### config.mk
export PLATFORM = sky130hd
export DESIGN_NAME = pipe_stage_ctrl
export DESIGN_NICKNAME = d
export VERILOG_FILES = /design/src/rtl/pipe_stage_ctrl.sv
export SDC_FILE = /design/constraint.sdc
export NUM_CORES = 1
export LEC_CHECK = 0
export ABC_AREA = 0
export BUFFER_PORTS_ARGS = -buffer_cell sky130_fd_sc_hd__buf_2
export CORE_AREA = 2 2 297 299
export CTS_BUF_LIST = sky130_fd_sc_hd__clkbuf_8
export CTS_CLUSTER_DIAMETER = 200
export DETAILED_ROUTE_END_ITERATION = 8
export DIE_AREA = 0 0 299 301
export GPL_ROUTABILITY_DRIVEN = 1
export SYNTH_ARGS = -nofsm -noshare
export SYNTH_HDL_FRONTEND = slang
export SYNTH_SLANG_ARGS = --single-unit
### constraint.sdc
create_clock -name clk -period 6.8 [get_ports clk]
set_clock_uncertainty 0.1 [all_clocks]
set_input_delay 0 -clock clk [delete_from_list [all_inputs] [get_ports clk]]
set_output_delay 0 -clock clk [all_outputs]
set_load 0.05 [all_outputs]
### src/rtl/pipe_stage_ctrl.sv
// Pipeline-register chain with priority-encoded stall point, flush handshake,
// retire register and saturating stall/bubble/retire performance counters.
module pipe_stage_ctrl #(
  parameter int unsigned STAGES = 4,
  parameter int unsigned WIDTH = 64,
  parameter logic [WIDTH-1:0] RESET_DATA = '0,
  parameter logic [WIDTH-1:0] BUBBLE_DATA = '0,
  parameter int unsigned CNT_W = 32
) (
  input  logic                          clk,
  input  logic                          resetn,
  input  logic [(STAGES+1)*WIDTH-1:0]   stage_in,
  input  logic [STAGES:0]               stage_in_valid,
  input  logic [STAGES-1:0]             stall_req,
  input  logic [STAGES-1:0]             flush_req,
  output logic                          flush_ack,
  output logic [STAGES*WIDTH-1:0]       stage_q,
  output logic [STAGES-1:0]             stage_q_valid,
  output logic [WIDTH-1:0]              retire_data,
  output logic                          retire_valid,
  output logic [CNT_W-1:0]              stall_cycles,
  output logic [CNT_W-1:0]              bubble_count,
  output logic [CNT_W-1:0]              retire_count
);

  // One extra bit so h+1 and f+1 never overflow
  localparam int unsigned IDX_W = $clog2(STAGES) + 1;
  localparam int unsigned SUM_W = CNT_W + IDX_W + 1;

  logic [STAGES-1:0][WIDTH-1:0] q_r, q_nxt;
  logic [STAGES-1:0]            v_r, v_nxt;
  logic [WIDTH-1:0]             ret_r, ret_nxt;
  logic                         ret_v_r, ret_v_nxt;
  logic                         ack_nxt;
  logic [CNT_W-1:0]             stall_cnt_r, stall_cnt_nxt;
  logic [CNT_W-1:0]             bubble_cnt_r, bubble_cnt_nxt;
  logic [CNT_W-1:0]             retire_cnt_r, retire_cnt_nxt;
  logic                         any_stall, do_flush;
  logic [IDX_W-1:0]             stall_idx, flush_idx, bubble_inc;

  function automatic logic [CNT_W-1:0] sat_add(input logic [CNT_W-1:0] a,
                                               input logic [IDX_W-1:0] inc);
    logic [SUM_W-1:0] s;
    s = SUM_W'(a) + SUM_W'(inc);
    if (s > SUM_W'({CNT_W{1'b1}})) return {CNT_W{1'b1}};
    return CNT_W'(s);
  endfunction

  // Highest-index request wins for both stall and flush
  always_comb begin
    stall_idx = '0;
    flush_idx = '0;
    for (int k = 0; k < STAGES; k++) begin
      if (stall_req[k]) stall_idx = IDX_W'(k);
      if (flush_req[k]) flush_idx = IDX_W'(k);
    end
    any_stall = |stall_req;
    do_flush  = (|flush_req) & ~any_stall;
  end

  // Register update policy: stall holds/bubbles, otherwise flush, otherwise advance
  always_comb begin
    q_nxt      = '0;
    v_nxt      = '0;
    ret_nxt    = stage_in[STAGES*WIDTH +: WIDTH];
    ret_v_nxt  = stage_in_valid[STAGES];
    bubble_inc = '0;
    for (int i = 0; i < STAGES; i++) begin
      q_nxt[i] = stage_in[i*WIDTH +: WIDTH];
      v_nxt[i] = stage_in_valid[i];
      if (any_stall) begin
        if (IDX_W'(i) <= stall_idx) begin
          q_nxt[i] = q_r[i];
          v_nxt[i] = v_r[i];
        end else if (IDX_W'(i) == stall_idx + IDX_W'(1)) begin
          q_nxt[i] = BUBBLE_DATA;
          v_nxt[i] = 1'b0;
        end
      end else if (do_flush && (IDX_W'(i) <= flush_idx)) begin
        q_nxt[i] = BUBBLE_DATA;
        v_nxt[i] = 1'b0;
      end
    end
    if (any_stall && (stall_idx == IDX_W'(STAGES - 1))) begin
      ret_nxt   = BUBBLE_DATA;
      ret_v_nxt = 1'b0;
    end
    // A stall always injects one bubble (into r[h+1] or the retire register)
    if (any_stall)     bubble_inc = IDX_W'(1);
    else if (do_flush) bubble_inc = flush_idx + IDX_W'(1);
    ack_nxt        = do_flush;
    stall_cnt_nxt  = sat_add(stall_cnt_r, IDX_W'(any_stall));
    bubble_cnt_nxt = sat_add(bubble_cnt_r, bubble_inc);
    retire_cnt_nxt = sat_add(retire_cnt_r, IDX_W'(ret_v_nxt));
  end

  always_ff @(posedge clk) begin
    if (!resetn) begin
      q_r          <= {STAGES{RESET_DATA}};
      v_r          <= '0;
      ret_r        <= RESET_DATA;
      ret_v_r      <= 1'b0;
      flush_ack    <= 1'b0;
      stall_cnt_r  <= '0;
      bubble_cnt_r <= '0;
      retire_cnt_r <= '0;
    end else begin
      q_r          <= q_nxt;
      v_r          <= v_nxt;
      ret_r        <= ret_nxt;
      ret_v_r      <= ret_v_nxt;
      flush_ack    <= ack_nxt;
      stall_cnt_r  <= stall_cnt_nxt;
      bubble_cnt_r <= bubble_cnt_nxt;
      retire_cnt_r <= retire_cnt_nxt;
    end
  end

  assign stage_q       = q_r;
  assign stage_q_valid = v_r;
  assign retire_data   = ret_r;
  assign retire_valid  = ret_v_r;
  assign stall_cycles  = stall_cnt_r;
  assign bubble_count  = bubble_cnt_r;
  assign retire_count  = retire_cnt_r;

endmodule

==> results of run 1 <==
synthesized netlist by cell type, types with 2 or more instances:
cell       count
a211oi_1       3
a21o_1         3
a21oi_1      122
a21oi_2       20
a22oi_1      195
a311oi_1       4
a31o_2         3
a31oi_1       11
a41o_1         3
and2_1        70
and3_1        20
and4_1        13
buf_1          8
buf_2          7
buf_4          6
buf_6          5
clkbuf_1      98
dfxtp_1      422
ha_1           8
inv_1         14
nand2_1      100
nand3_1       94
nand4_1       18
nor2_1       223
nor2b_1        3
nor3_1        30
nor3_2         3
nor3b_1        2
nor4_1         7
o2111ai_1      2
o211a_1        2
o21a_1         5
o21ai_0        5
or2_2          7
or3_1          4
or4_1          2
xnor2_1       44
xor2_1        19
metrics by stage:
step | cells | hold WS [ns]
after floorplan | 1617 | 0.02171
after global placement | 3417 | 0.1000
after detailed placement | 3417 | 0.1023
cells by family after synthesis:
| logic type | synth area share (%) |
|---|---|
| simple gates | 19.08 |
| xor+xnor | 3.632 |
| compound gates | 17.01 |
| fa+ha+maj | 0.7906 |
| buf+inv | 3.887 |
| flops | 55.60 |
==> flow_summary.json, run 1 <==
{
  "status": "aborted with a tool error",
  "failing_step": "4_1_cts",
  "tool.error": "[ERROR RSZ-0060] Max buffer count reached.",
  "pre_cts_slack_ns": 2.702,
  "gp_congestion": 0.8248,
  "port_buffers": 756,
  "synth_top_area_cell": "dfxtp_1",
  "cts_made_buffers": 77,
  "seq_area_frac_synth_pct": 55.60,
  "synth_flop_cell": "dfxtp_1",
  "syn_avg_cell_area_sq_um": 9.396,
  "async_flop_share_pct": 0,
  "cts-root-buf": "clkbuf_8",
  "synthCells": 1617,
  "place_area_sq_mm": 0.02005,
  "clk_path_buf_depth": 3,
  "ctsHtreeMaxLevel": 3,
  "ys_warn_count": 0,
  "synth_fp_nets": 1961,
  "cts_hold_buf": 714,
  "synth_cell_types": 50,
  "netlist_area_sq_mm": 0.01519,
  "cts_sinks": 422,
  "hpwl_mm": 43.19,
  "synth-edff-count": 0,
  "synthTopCellsByArea": "dfxtp_1 (56%), a22oi_1 (9.6%), nor2_1 (5.5%)",
  "boundaryPins": 757,
  "cts_setup_buffers": 0,
  "cts_resized": 0,
  "num_rows": 108,
  "ys_ff_latch": 422,
  "yosysTopAreaCellShare_pct": 55.60,
  "die_w_microns": 299,
  "die_y_microns": 301,
  "start_util_pct": 17.57
}
==> run 2: changes to the inputs <==
--- a/config.mk
+++ b/config.mk
@@ -7,12 +7,11 @@
 export LEC_CHECK = 0
 export ABC_AREA = 0
 export BUFFER_PORTS_ARGS = -buffer_cell sky130_fd_sc_hd__buf_2
-export CORE_AREA = 2 2 297 299
-export CTS_BUF_LIST = sky130_fd_sc_hd__clkbuf_8
-export CTS_CLUSTER_DIAMETER = 200
+export CORE_AREA = 2 2 298 300
 export DETAILED_ROUTE_END_ITERATION = 8
-export DIE_AREA = 0 0 299 301
+export DIE_AREA = 0 0 300 302
 export GPL_ROUTABILITY_DRIVEN = 1
+export PLACE_DENSITY_LB_ADDON = 0.15
 export SYNTH_ARGS = -nofsm -noshare
 export SYNTH_HDL_FRONTEND = slang
 export SYNTH_SLANG_ARGS = --single-unit
==> run 2 against run 1 <==
Against the previous run:
- the run now ends clean
- area after synthesis unchanged
- synthesized cell count unchanged
==> flow_summary.json, run 2 <==
{
  "cts_resized": 0,
  "status": "completed",
  "die_w_microns": 300,
  "maxCapViolCount": 0,
  "max_freq_mhz": 237.2,
  "boundaryPins": 757,
  "design_area_sq_mm": 0.02508,
  "wirelength_mm": 65.77,
  "area_delta_synth_final_pct": 65.10,
  "synth.most_common_cell": "dfxtp_1",
  "synthTopCellsByArea": "dfxtp_1 (56%), a22oi_1 (9.6%), nor2_1 (5.5%)",
  "tightestPinTransition_ns": 1.113,
  "cts-root-buf": "clkbuf_16",
  "drive_gt1_share_pct": 33.46,
  "end_kind": "flip-flop",
  "fill_cells": 9451,
  "ys_ff_latch": 422,
  "drcViolationCount": 0,
  "dpl.cell_count": 3430,
  "power_switching_uw": 1499,
  "min_path_type": "in -> reg",
  "seq_area_frac_synth_pct": 55.60,
  "layout_min_cycle_time_ns": 4.216,
  "start_kind": "input pin",
  "cp.required_ns": 7.21,
  "worstSkewPairLatency_ns": 0.59,
  "port_buffers": 756,
  "relSlewSlack_pct": 25.78,
  "ys_warn_count": 0,
  "antenna_found_initial": 2,
  "clk_path_buf_depth": 3,
  "drt_iter0_drc": 863,
  "ir_drop_mv": 0.1723,
  "syn_avg_cell_area_sq_um": 9.396,
  "path_clk_slew_ns": 0.05,
  "die_y_microns": 302,
  "cts_sinks": 422,
  "clkPwrFrac_pct": 46.8,
  "cts_hold_buf": 329,
  "synth_common_cells": "dfxtp_1 (422), nor2_1 (223), a22oi_1 (195)",
  "num_rows": 109,
  "synth_fp_nets": 1961,
  "ctsHtreeMaxLevel": 2,
  "seq_power_share_pct": 42.5,
  "crit_arrival_ns": 4.63,
  "yosysTopAreaCellShare_pct": 55.60,
  "core-area_sq_mm": 0.08756,
  "switching_share_pct": 25.08,
  "avgViaCountPerCell": 4.162,
  "fin_nets": 2991,
  "vias": 16030,
  "cts_setup_buffers": 0,
  "crit_start": "stall_req[3]",
  "synth_flop_cell": "dfxtp_1",
  "setup-tns-final_ns": 0,
  "worstSetupPathType": "in -> reg",
  "dr.pass1.iters": 6,
  "min_period_over_period_pct": 61.99,
  "fp.dieArea_sq_mm": 0.09060,
  "final_cell_mix": "buf_2 (756), dfxtp_1 (422), dlygate4sd3_1 (329)",
  "async_flop_share_pct": 0,
  "overflow": 0,
  "synth-edff-count": 0,
  "grt_pass1_vias": 15810,
  "netlist_area_sq_mm": 0.01519,
  "final_cells": 3850,
  "reg2reg_from": "stall_cycles[0]$_SDFF_PN0_",
  "synthCells": 1617,
  "grt_pass1_wl_mm": 95.73,
  "synth_top_family_by_area": "simple AND/OR/NAND/NOR gates",
  "synth_cell_types": 50,
  "cts_made_buffers": 51,
  "place_area_sq_mm": 0.02008,
  "ant_nets": 0,
  "internal_power_uw": 4477,
  "hold_violations": 0,
  "gp_congestion": 0.7972,
  "start_util_pct": 17.35,
  "setup_viol": 0,
  "hpwl_mm": 47.05,
  "p_comb_share_pct": 10.7,
  "hold_start": "flush_req[0]",
  "p_leak_uw": 0.01097,
  "cts_tree": "done",
  "gr-usage-all-layers_pct": 13.46,
  "synthMuxAreaShare_pct": 0,
  "synth_top_area_cell": "dfxtp_1",
  "synth-xor-area-share_pct": 3.632,
  "mostFrequentLayoutCell": "buf_2",
  "synth-compound-area-share_pct": 17.01,
  "rsz0062_at_grt": "no",
  "post_drt_wl_per_cell_microns": 17.08,
  "power_density_mw_per_mm2": 238.3,
  "slew_viol_final": 0,
  "grt_start_max_net_pins": 83,
  "synthAdderAreaFrac_pct": 0.7906,
  "path_max_fanout": 68,
  "synth_simple_gate_area_share_pct": 19.08,
  "largest_reg_flops": 256
}
-- run 2: logic make-up (layout without fill, tap and decap cells) --
logic type      count (synthesis)  count (layout)
fa+ha+maj                       9               9
other cells                     0               1
compound gates                381             381
flops                         422             422
xor+xnor                       63              63
simple gates                  603             603
buf+inv                       139            1206
-- run 2: cell type report --
type	instances	area, sq um	share of cell area (%)
clock inverter	11	137.6	0.5487
tap	1165	1458	5.811
inverter	15	63.81	0.2544
sequential	422	8448	33.68
timing repair buffer	1101	7197	28.69
clock buffer	79	1574	6.275
multi-input combinational	1056	6203	24.73
antenna	1	2.502	0.009976
-- run 2: final timing paths --
kind                                 endpoint  slack (ns)  depth (start not counted)
setup / recovery   bubble_count[0]$_SDFF_PN0_        2.58                         12
setup reg to reg  stall_cycles[25]$_SDFF_PN0_        3.62                          7
hold / removal     bubble_count[0]$_SDFF_PN0_        0.03                          7
hold reg to reg      stage_q[22]$_SDFFE_PN0P_        0.35                          2
-- run 2: metrics by stage --
stage	util [%]	power, uW	setup WS (ns)	hold WS [ns]
floorplan	-	2877	3.717	0.02171
global placement	22.93	3082	2.574	0.1005
detailed placement	22.93	3084	2.502	0.1019
CTS	28.65	6095	2.597	0.003741
global route	28.65	6229	2.250	0.02641
finish	28.65	5976	2.584	0.03163
-- run 2: layer usage --
layer	vias up	GRT usage, %	part of all wire [%]	routed length (microns)
li1	7738	-	-	-
met1	7636	15.81	40	26600
met2	542	23.29	50	32570
met3	109	3.764	6.7	4405
met4	0	5.048	3.3	2195
met5	-	0	0	0
-- run 2: worst max-delay path, cell delays in order --
cell,delay [ns]
dlygate4sd3_1,0.52
buf_2,0.15
or3_2,0.61
nor2_4,0.15
buf_4,0.57
nand3_1,0.26
fa_1,0.49
nor2b_1,0.20
o21ai_0,0.23
nor4_4,0.56
nand2_2,0.49
a21oi_1,0.26
-- run 2: power by group through the flow --
stage | combinational, uW | clock, uW | sequential (uW)
after detailed placement | 490 | 0 | 2590
after global routing | 684 | 3000 | 2550
after CTS | 646 | 2910 | 2540
after floorplan | 122 | 0 | 2750
after global placement | 488 | 0 | 2590
final | 639 | 2800 | 2540
(Power assumes the default switching activity.)
